### config.mk
export PLATFORM = sky130hd
export DESIGN_NAME = dual_issue_scoreboard
export DESIGN_NICKNAME = d
export VERILOG_FILES = /design/src/rtl/dual_issue_scoreboard.sv
export SDC_FILE = /design/constraint.sdc
export NUM_CORES = 1
export LEC_CHECK = 0
export ABC_AREA = 1
export CAP_MARGIN = 5
export CORE_MARGIN = 3
export CORE_UTILIZATION = 50
export CTS_CLUSTER_DIAMETER = 40
export DETAILED_ROUTE_END_ITERATION = 10
export MAX_ROUTING_LAYER = met4
export PLACE_DENSITY = 0.93
export SLEW_MARGIN = 40
export SYNTH_ARGS = -nofsm -noshare
export SYNTH_HDL_FRONTEND = slang
export SYNTH_SLANG_ARGS = --single-unit
### constraint.sdc
create_clock -name clk -period 7.83 [get_ports clk]
set_clock_uncertainty 0.2 [all_clocks]
set_input_delay 2.349 -clock clk [delete_from_list [all_inputs] [get_ports clk]]
set_output_delay 2.349 -clock clk [all_outputs]
set_load 0.1 [all_outputs]
### src/rtl/dual_issue_scoreboard.sv
// dual_issue_scoreboard
// Issue-side hazard scoreboard for the two-pipe core (slot 1 = ALU,
// slot 2 = load/store/branch). Tracks destinations and the N flag that are
// issued but not yet reachable by forwarding. Each cycle it decides whether
// the ID pair issues whole, issues split (slot 1 only), or stalls.
//
// Handshake: issue1/issue2 are same-cycle acceptances of the ID slots. A slot
// is consumed only on a cycle where it is valid and its issue bit is high.
// While stall is high, ID/IF hold. After a split, upstream invalidates slot 1
// and re-presents slot 2.
//
// Optional feature macro: SCOREBOARD_STATS_EN adds the stall_cycles and
// split_cycles saturating event counters.
module dual_issue_scoreboard #(
    parameter int NREG    = 8,
    parameter int AW      = 3,
    parameter int ALU_LAT = 0,
    parameter int MEM_LAT = 1
) (
    input  logic            clk,
    input  logic            reset,
    input  logic            flush,
    input  logic            id_valid1,
    input  logic            id_we1,
    input  logic [AW-1:0]   id_rd1,
    input  logic [AW-1:0]   id_rm1,
    input  logic [AW-1:0]   id_rn1,
    input  logic            id_use_rn1,
    input  logic            id_flag_we1,
    input  logic            id_valid2,
    input  logic            id_we2,
    input  logic [AW-1:0]   id_rd2,
    input  logic            id_st2,
    input  logic [AW-1:0]   id_rm2,
    input  logic [AW-1:0]   id_rn2,
    input  logic            id_flag_use2,
    output logic            issue1,
    output logic            issue2,
    output logic            stall,
    output logic [NREG-1:0] pend_vec
`ifdef SCOREBOARD_STATS_EN
    ,
    output logic [15:0]     stall_cycles,
    output logic [15:0]     split_cycles
`endif
);

    localparam logic [1:0] ALU_LD = 2'(ALU_LAT);
    localparam logic [1:0] MEM_LD = 2'(MEM_LAT);

    // Pending counters; r0 has no entry because it is never tracked.
    logic [1:0] cnt_q [1:NREG-1];
    logic [1:0] cnt_d [1:NREG-1];
    logic [1:0] fcnt_q;
    logic [1:0] fcnt_d;

    logic blocked1;
    logic blocked2;
    logic raw12;
    logic waw12;
    logic flag12;
    logic wr1;
    logic wr2;

    // True when register a still has an unforwardable producer in flight.
    function automatic logic src_busy(input logic [AW-1:0] a,
                                      input logic [NREG-1:0] pv);
        if (32'(a) >= NREG) begin
            return 1'b0;
        end
        return pv[a];
    endfunction

    // Pending vector straight from the counters; bit 0 is tied low.
    always_comb begin
        pend_vec    = '0;
        for (int i = 1; i < NREG; i++) begin
            pend_vec[i] = (cnt_q[i] != 2'd0);
        end
    end

    // Hazard detection and issue decision, forced idle by reset and flush.
    always_comb begin
        wr1      = id_we1 && (id_rd1 != '0);
        wr2      = id_we2 && (id_rd2 != '0);

        blocked1 = src_busy(id_rm1, pend_vec) ||
                   (id_use_rn1 && src_busy(id_rn1, pend_vec));

        raw12    = wr1 && ((id_rm2 == id_rd1) || (id_rn2 == id_rd1) ||
                           (id_st2 && (id_rd2 == id_rd1)));
        waw12    = wr1 && wr2 && (id_rd2 == id_rd1);
        flag12   = id_flag_use2 && id_flag_we1;

        issue1   = id_valid1 && !blocked1;

        blocked2 = src_busy(id_rm2, pend_vec) ||
                   src_busy(id_rn2, pend_vec) ||
                   (id_st2 && src_busy(id_rd2, pend_vec)) ||
                   (id_flag_use2 && (fcnt_q != 2'd0)) ||
                   (id_valid1 && issue1 && (raw12 || waw12 || flag12));

        issue2   = id_valid2 && !blocked2 && (issue1 || !id_valid1);
        stall    = (id_valid1 && !issue1) || (id_valid2 && !issue2);

        if (reset || flush) begin
            issue1 = 1'b0;
            issue2 = 1'b0;
            stall  = 1'b0;
        end
    end

    // Next counter values: decrement everything, then load issued writes.
    always_comb begin
        for (int i = 1; i < NREG; i++) begin
            cnt_d[i] = (cnt_q[i] != 2'd0) ? cnt_q[i] - 2'd1 : 2'd0;
        end
        fcnt_d = (fcnt_q != 2'd0) ? fcnt_q - 2'd1 : 2'd0;

        for (int i = 1; i < NREG; i++) begin
            if (issue1 && wr1 && (32'(id_rd1) == i)) begin
                cnt_d[i] = ALU_LD;
            end
            if (issue2 && wr2 && (32'(id_rd2) == i)) begin
                cnt_d[i] = MEM_LD;
            end
        end
        if (issue1 && id_flag_we1) begin
            fcnt_d = ALU_LD;
        end

        if (flush) begin
            for (int i = 1; i < NREG; i++) begin
                cnt_d[i] = 2'd0;
            end
            fcnt_d = 2'd0;
        end
    end

    // Counter registers with synchronous reset.
    always_ff @(posedge clk) begin
        if (reset) begin
            for (int i = 1; i < NREG; i++) begin
                cnt_q[i] <= 2'd0;
            end
            fcnt_q <= 2'd0;
        end else begin
            for (int i = 1; i < NREG; i++) begin
                cnt_q[i] <= cnt_d[i];
            end
            fcnt_q <= fcnt_d;
        end
    end

`ifdef SCOREBOARD_STATS_EN
    logic [15:0] stall_cycles_q;
    logic [15:0] stall_cycles_d;
    logic [15:0] split_cycles_q;
    logic [15:0] split_cycles_d;

    // Saturating event counters; flush does not clear them.
    always_comb begin
        stall_cycles_d = stall_cycles_q;
        split_cycles_d = split_cycles_q;
        if (stall && (stall_cycles_q != 16'hFFFF)) begin
            stall_cycles_d = stall_cycles_q + 16'd1;
        end
        if (issue1 && id_valid2 && !issue2 && (split_cycles_q != 16'hFFFF)) begin
            split_cycles_d = split_cycles_q + 16'd1;
        end
    end

    // Statistics registers, cleared by reset only.
    always_ff @(posedge clk) begin
        if (reset) begin
            stall_cycles_q <= 16'd0;
            split_cycles_q <= 16'd0;
        end else begin
            stall_cycles_q <= stall_cycles_d;
            split_cycles_q <= split_cycles_d;
        end
    end

    assign stall_cycles = stall_cycles_q;
    assign split_cycles = split_cycles_q;
`endif

endmodule

# Word-level counts from Yosys, hierarchy flattened
# Memories as Yosys holds them, arrays and structs flattened.
# Index checks and enable logic that the tools add are counted.
# Widths: inputs -> output; s select.
[totals]
ff_bits = 2
mem_bits_rw = 14
inputBits = 29
output_inout_bits = 11
wordCells = 147
n_memories = 1
[mem_list]
columns = ["name", "depth", "word_bits", "read_ports", "rd_ports_with_merged_regs", "wr", "line", "text"]
rows = [
  ["cnt_q", 7, 2, 7, 0, 7, "52", "logic [1:0] cnt_q [1:NREG-1];"],
]
[classes]
add_sub_neg = 8
order_cmp = 5
eq_ne = 17
mux = 45
bitwise = 8
n_reduce_logical = 62
[ops]
columns = ["op", "count"]
rows = [
  ["$mux 2", 28],
  ["$logic_and 1x1->1", 34],
  ["$eq 3x3->1 const B", 8],
  ["$lt 3x4->1 const B", 5],
  ["$reduce_bool 2->1", 8],
  ["$sub 2x1->2 const B", 8],
  ["$bmux 1 s3", 5],
  ["$mux 14", 1],
  ["$eq 3x2->1 const B", 4],
  ["$logic_or 1x1->1", 12],
  ["$mux 1", 11],
  ["$eq 3x3->1", 3],
  ["$or 1x1->1", 7],
  ["$eq 3x1->1 const B", 2],
  ["$reduce_bool 3->1", 2],
  ["$logic_not 1->1", 5],
  ["$reduce_or 4->1", 1],
  ["$not 1->1", 1],
]

# Longest topological paths before layout
# An unclocked memory read counts as a cell.
[logic_depth]
depth_word = 20
mapped_depth = 16
ltp_nobuf = 16

# Least setup slack after synthesis
# OpenSTA, ideal clock, no wires.
[synth_path]
path_type = "input-to-output"
from = "input id_rd1[2]"
to = "output stall"
arrival_time_ns = 4.682
required_ns = 5.281
path_slack_ns = 0.599
cell_stages = 9
n_path_buf = 1
cell_sequence = "buf_2 inv_1 a21boi_1 nand2_1 nand2_2 nand2_2 nand2_1 nand2_1 a21oi_1"
[synth_between]
elab_chain_cells = 15
word_cells_on_any_way = 22
cone_classes = "eq/ne: 3; mux: 1; reduce/logical: 18"
[synth_lines]
columns = ["element", "line", "text"]
rows = [
  ["start, declared", "25", "input logic [AW-1:0] id_rd1,"],
  ["$eq 3x3->1, or another cell as far along", "90", "raw12 = wr1 && ((id_rm2 == id_rd1) || (id_rn2 == id_rd1) ||"],
  ["$logic_or 1x1->1, or another cell as far along", "90", ""],
  ["$logic_or 1x1->1 or $logic_and 1x1->1 (tied branches)", "90, 92", ""],
  ["$logic_and 1x1->1, on equally long branches", "90, 92", ""],
  ["$logic_or 1x1->1 * (2 in series)", "101", "(id_valid1 && issue1 && (raw12 || waw12 || flag12));"],
  ["$logic_and 1x1->1 *", "101", ""],
  ["$logic_or 1x1->1 *", "100", "(id_flag_use2 && (fcnt_q != 2'd0)) ||"],
  ["$logic_not 1->1 *", "103", "issue2 = id_valid2 && !blocked2 && (issue1 || !id_valid1);"],
  ["$logic_and 1x1->1 * (2 in series)", "103", ""],
  ["$logic_not 1->1 *", "104", "stall = (id_valid1 && !issue1) || (id_valid2 && !issue2);"],
  ["$logic_and 1x1->1 *", "104", ""],
  ["$logic_or 1x1->1 *", "104", ""],
  ["$mux 1 *", "106", "if (reset || flush) begin"],
  ["end, declared", "39", "output logic stall,"],
]
# Every way passes the cells marked *; elsewhere a longest branch is shown, timed or not.

# Worst setup path after layout
[layout_path]
from = "input id_rd2[1]"
to = "output stall"
[layout_between]
elab_chain_cells = 15
word_cells_on_any_way = 24
cone_classes = "eq/ne: 1; mux: 3; reduce/logical: 20"
[layout_lines]
columns = ["element", "line", "text"]
rows = [
  ["start, declared", "32", "input logic [AW-1:0] id_rd2,"],
  ["parallel branches: the longest is 7 deep, another holds $bmux 1 s3", "-", ""],
  ["$logic_or 1x1->1 *", "100", ""],
  ["$logic_not 1->1 *", "103", ""],
  ["$logic_and 1x1->1 * (2 in series)", "103", ""],
  ["$logic_not 1->1 *", "104", ""],
  ["$logic_and 1x1->1 *", "104", ""],
  ["$logic_or 1x1->1 *", "104", ""],
  ["$mux 1 *", "106", ""],
]
# Every way passes the cells marked *. The select of a mux whose other input is x is not followed.

==> flow_summary.yaml <==
cts:
  clk_path_buf_depth: 2
  cts_made_buffers: 3
  cts_sinks: 16
  clk_latency_ns: 0.29
  ctsResizeCount: 0
  hold_buffers: 0
  htreeDepth: 1
  postCtsSetupBuffers: 0
  clk_pin_slew_ns: 0.09
  cts_root_buf: "clkbuf_4"
  cts_tree: "yes"
setup_path:
  crit_family: "buffers and inverters"
  end_kind: "output pin"
  crit_required_ns: 5.28
  cp-start-kind: "input port"
  cp_common_cell: "nand2_1"
  critPathMaxFanout: 11
  crit_arrival_ns: 4.38
  cpPeakStageDelay_ns: 0.70
  worst-path-buf-inv: 3
  crit_type: "in2out"
  cpMaxStageDelayCell: "clkdlybuf4s50_1"
  critical_path.cell_chain: "clkdlybuf4s50_1 > inv_1 > nand2_1 > o21ai_1 > nand2_1 > nand3_1 > nand2_1 > nand2_1 > nand2_2 > nand2_2 > nand2_1 > nand2_1 > a21oi_1 > buf_4"
detailed_routing:
  ant_nets: 0
  vias: 1695
  drt_iter0_drc: 110
  drc: 0
  wl_mm: 3.86
  wl_per_cell_um: 11.6
  vias_per_cell: 5.11
  dr.pass1.iters: 4
yosys:
  synth_fp_nets: 301
  synth_cell_types: 31
  syn_area_um2: 1610
  syn_avg_cell_area_um2: 6.26
  syn_inst: 257
  yosysSeqAreaShare_pct: 19.9
  ys_ff_latch: 16
  synth_warnings: 0
floorplanning:
  chipWidth_um: 62.7
  ios: 40
  dieArea_um2: 3940
  rows: 19
  initial_core_util_pct: 55.5
  die_h_um: 62.7
  coreArea_um2: 2900
final_layout:
  fin_util_pct: 68.0
  drive_above_1_share_pct: 12.4
  final-seq-area_um2: 320
  final_area_um2: 1970
  nNetsFinal: 336
  diodes: 0
  syn2layout_area_growth_pct: 22.6
  multi_input_area_um2: 1070
  stdcell_count: 332
  fillers: 278
sta:
  rsz0062_at_grt: "no"
  setup-violations-final: 0
  hold-worst-slack_ns: 0.214
  hold_viol_final: 0
  maxSlewViolCount: 0
  clock.fmax_mhz: 144
  tns_ns: 0
  layout_min_cycle_time_ns: 6.93
  final.period_utilization_pct: 88.5
pwr:
  vdd_drop_max_mv: 0.107
  internal_power_mw: 0.124
  power.density_nw_per_um2: 93.5
  clockPowerShare_pct: 22.6
  pwr-share-seq_pct: 44.1
  comb_power_share_pct: 33.2
  p_leak_nw: 0.912
  p_sw_share_pct: 32.5
  p_sw_mw: 0.0599
place:
  dp.final_hpwl_mm: 3.15
  portBuffers: 38
  dpl_cell_area_um2: 1950
  dp.cells: 329
  gp_congestion: 0.953
global_route:
  grt_pass1_wl_mm: 6.68
  antenna_found_initial: 0
  grt_use_total_pct: 20.8
  grt_max_degree: 13
  grt_pass1_vias: 1629
  grt.overflow.total: 0
min_path:
  hold_class: "reg2reg"
flow_run:
  drv_cap: 0
outcome:
  status: "complete, no violations"
==> worst reg2reg max path: stages (launching register included) <==
cell and delay [ns]:
dfxtp_1 0.31, inv_1 0.08, ha_1 0.24, inv_1 0.12
nand2_1 0.08, nand2_1 0.05, nand2_1 0.05, nand3_1 0.08
nand2_2 0.08, nand2_4 0.07, nor2_4 0.16, nand2_2 0.11
nor2_4 0.17, a21boi_1 0.10, nor2_1 0.11, nor2_1 0.04
==> cell families after synthesis <==
kind of cell	synth area share, %
buf+inv	13.6
fa+ha+maj	11.7
xor+xnor	4.90
compound gates	9.57
other cells	0.233
flops	19.9
simple gates	40.1
==> layer usage <==
| metal | GRT usage [%] | up-vias | share of wire [%] |
|---|---|---|---|
| li1 | - | 875 | - |
| met1 | 25.1 | 757 | 45 |
| met2 | 34.2 | 54 | 47 |
| met5 | - | - | 0 |
| met4 | 9.64 | 0 | 2.1 |
| met3 | 2.88 | 9 | 6.5 |
==> cell type report <==
class,instances,area share (%)
sequential,16,16.2
clock buffer,3,1.14
tap,42,2.66
timing repair buffer,38,17.1
inverter,45,8.57
multi-input combinational,188,54.3
==> synthesized netlist by cell type <==
cell type,count,area share (%)
clkinv_1,1,0.23
xor2_1,2,1.1
buf_6,1,0.70
nand4_4,1,1.3
conb_1,1,0.23
nor2_4,3,2.1
nand2_2,4,1.6
o21ai_1,4,1.2
nand3_1,33,10
clkbuf_1,1,0.23
dfxtp_1,16,20
xnor2_1,7,3.8
inv_2,6,1.4
nand4_1,3,1.2
o21bai_1,1,0.47
o21a_1,1,0.47
o211ai_1,1,0.47
o21ai_0,5,1.6
buf_2,4,1.2
nor3_1,6,1.9
a21boi_1,4,1.9
nand2_1,51,12
nand2_4,1,0.70
o31ai_1,1,0.47
a21oi_2,1,0.54
ha_1,15,12
a21oi_1,8,2.5
nor2_2,7,2.7
buf_4,2,0.93
nor2_1,28,6.5
inv_1,38,8.9
==> stage by stage <==
step                setup slack, ns  power, mW
floorplan                     0.599      0.123
global placement               1.01      0.143
detailed placement            0.922      0.144
CTS                           0.916      0.185
global route                  0.732      0.194
finish                        0.903      0.184
==> sequential cells by signal (all words and copies together) (netlist names) <==
signal / count
cnt_q: 14
fcnt_q: 2
==> placed cells by master (no fill, tap or decap), types with 2 or more instances in the layout <==
cell type	netlist	routed
nand2_2	4	4
xnor2_1	7	7
buf_2	4	7
nor2_2	7	7
buf_4	2	3
nand3_1	33	33
a21oi_1	8	8
nor3_1	6	6
clkbuf_4	0	3
nand2_1	51	51
nor2_1	28	28
nor2_4	3	3
inv_1	38	38
o21ai_0	5	5
o21ai_1	4	4
clkdlybuf4s50_1	0	28
ha_1	15	15
xor2_1	2	2
a21boi_1	4	4
dfxtp_1	16	16
nand4_1	3	3
inv_2	6	6
==> power by group through the flow <==
stage          Clock (mW)  Sequential, mW  Combinational, mW
2_1_floorplan           0          0.0833             0.0394
3_3_place_gp            0          0.0833             0.0599
3_5_place_dp            0          0.0833             0.0607
4_1_cts            0.0427          0.0814             0.0611
5_1_grt            0.0453          0.0815             0.0672
6_report           0.0417          0.0814             0.0613
==> final timing paths <==
kind	from	end	slack [ns]	cells after the start
worst max-delay path	id_rd2[1]	stall	0.90	14
worst min-delay path	fcnt_q[0]	fcnt_q[0]	0.21	1
worst max register to register	cnt_q[0][4]	cnt_q[0][14]	5.66	15
worst min register to register	fcnt_q[0]	fcnt_q[0]	0.21	1
(Power assumes the default switching activity.)
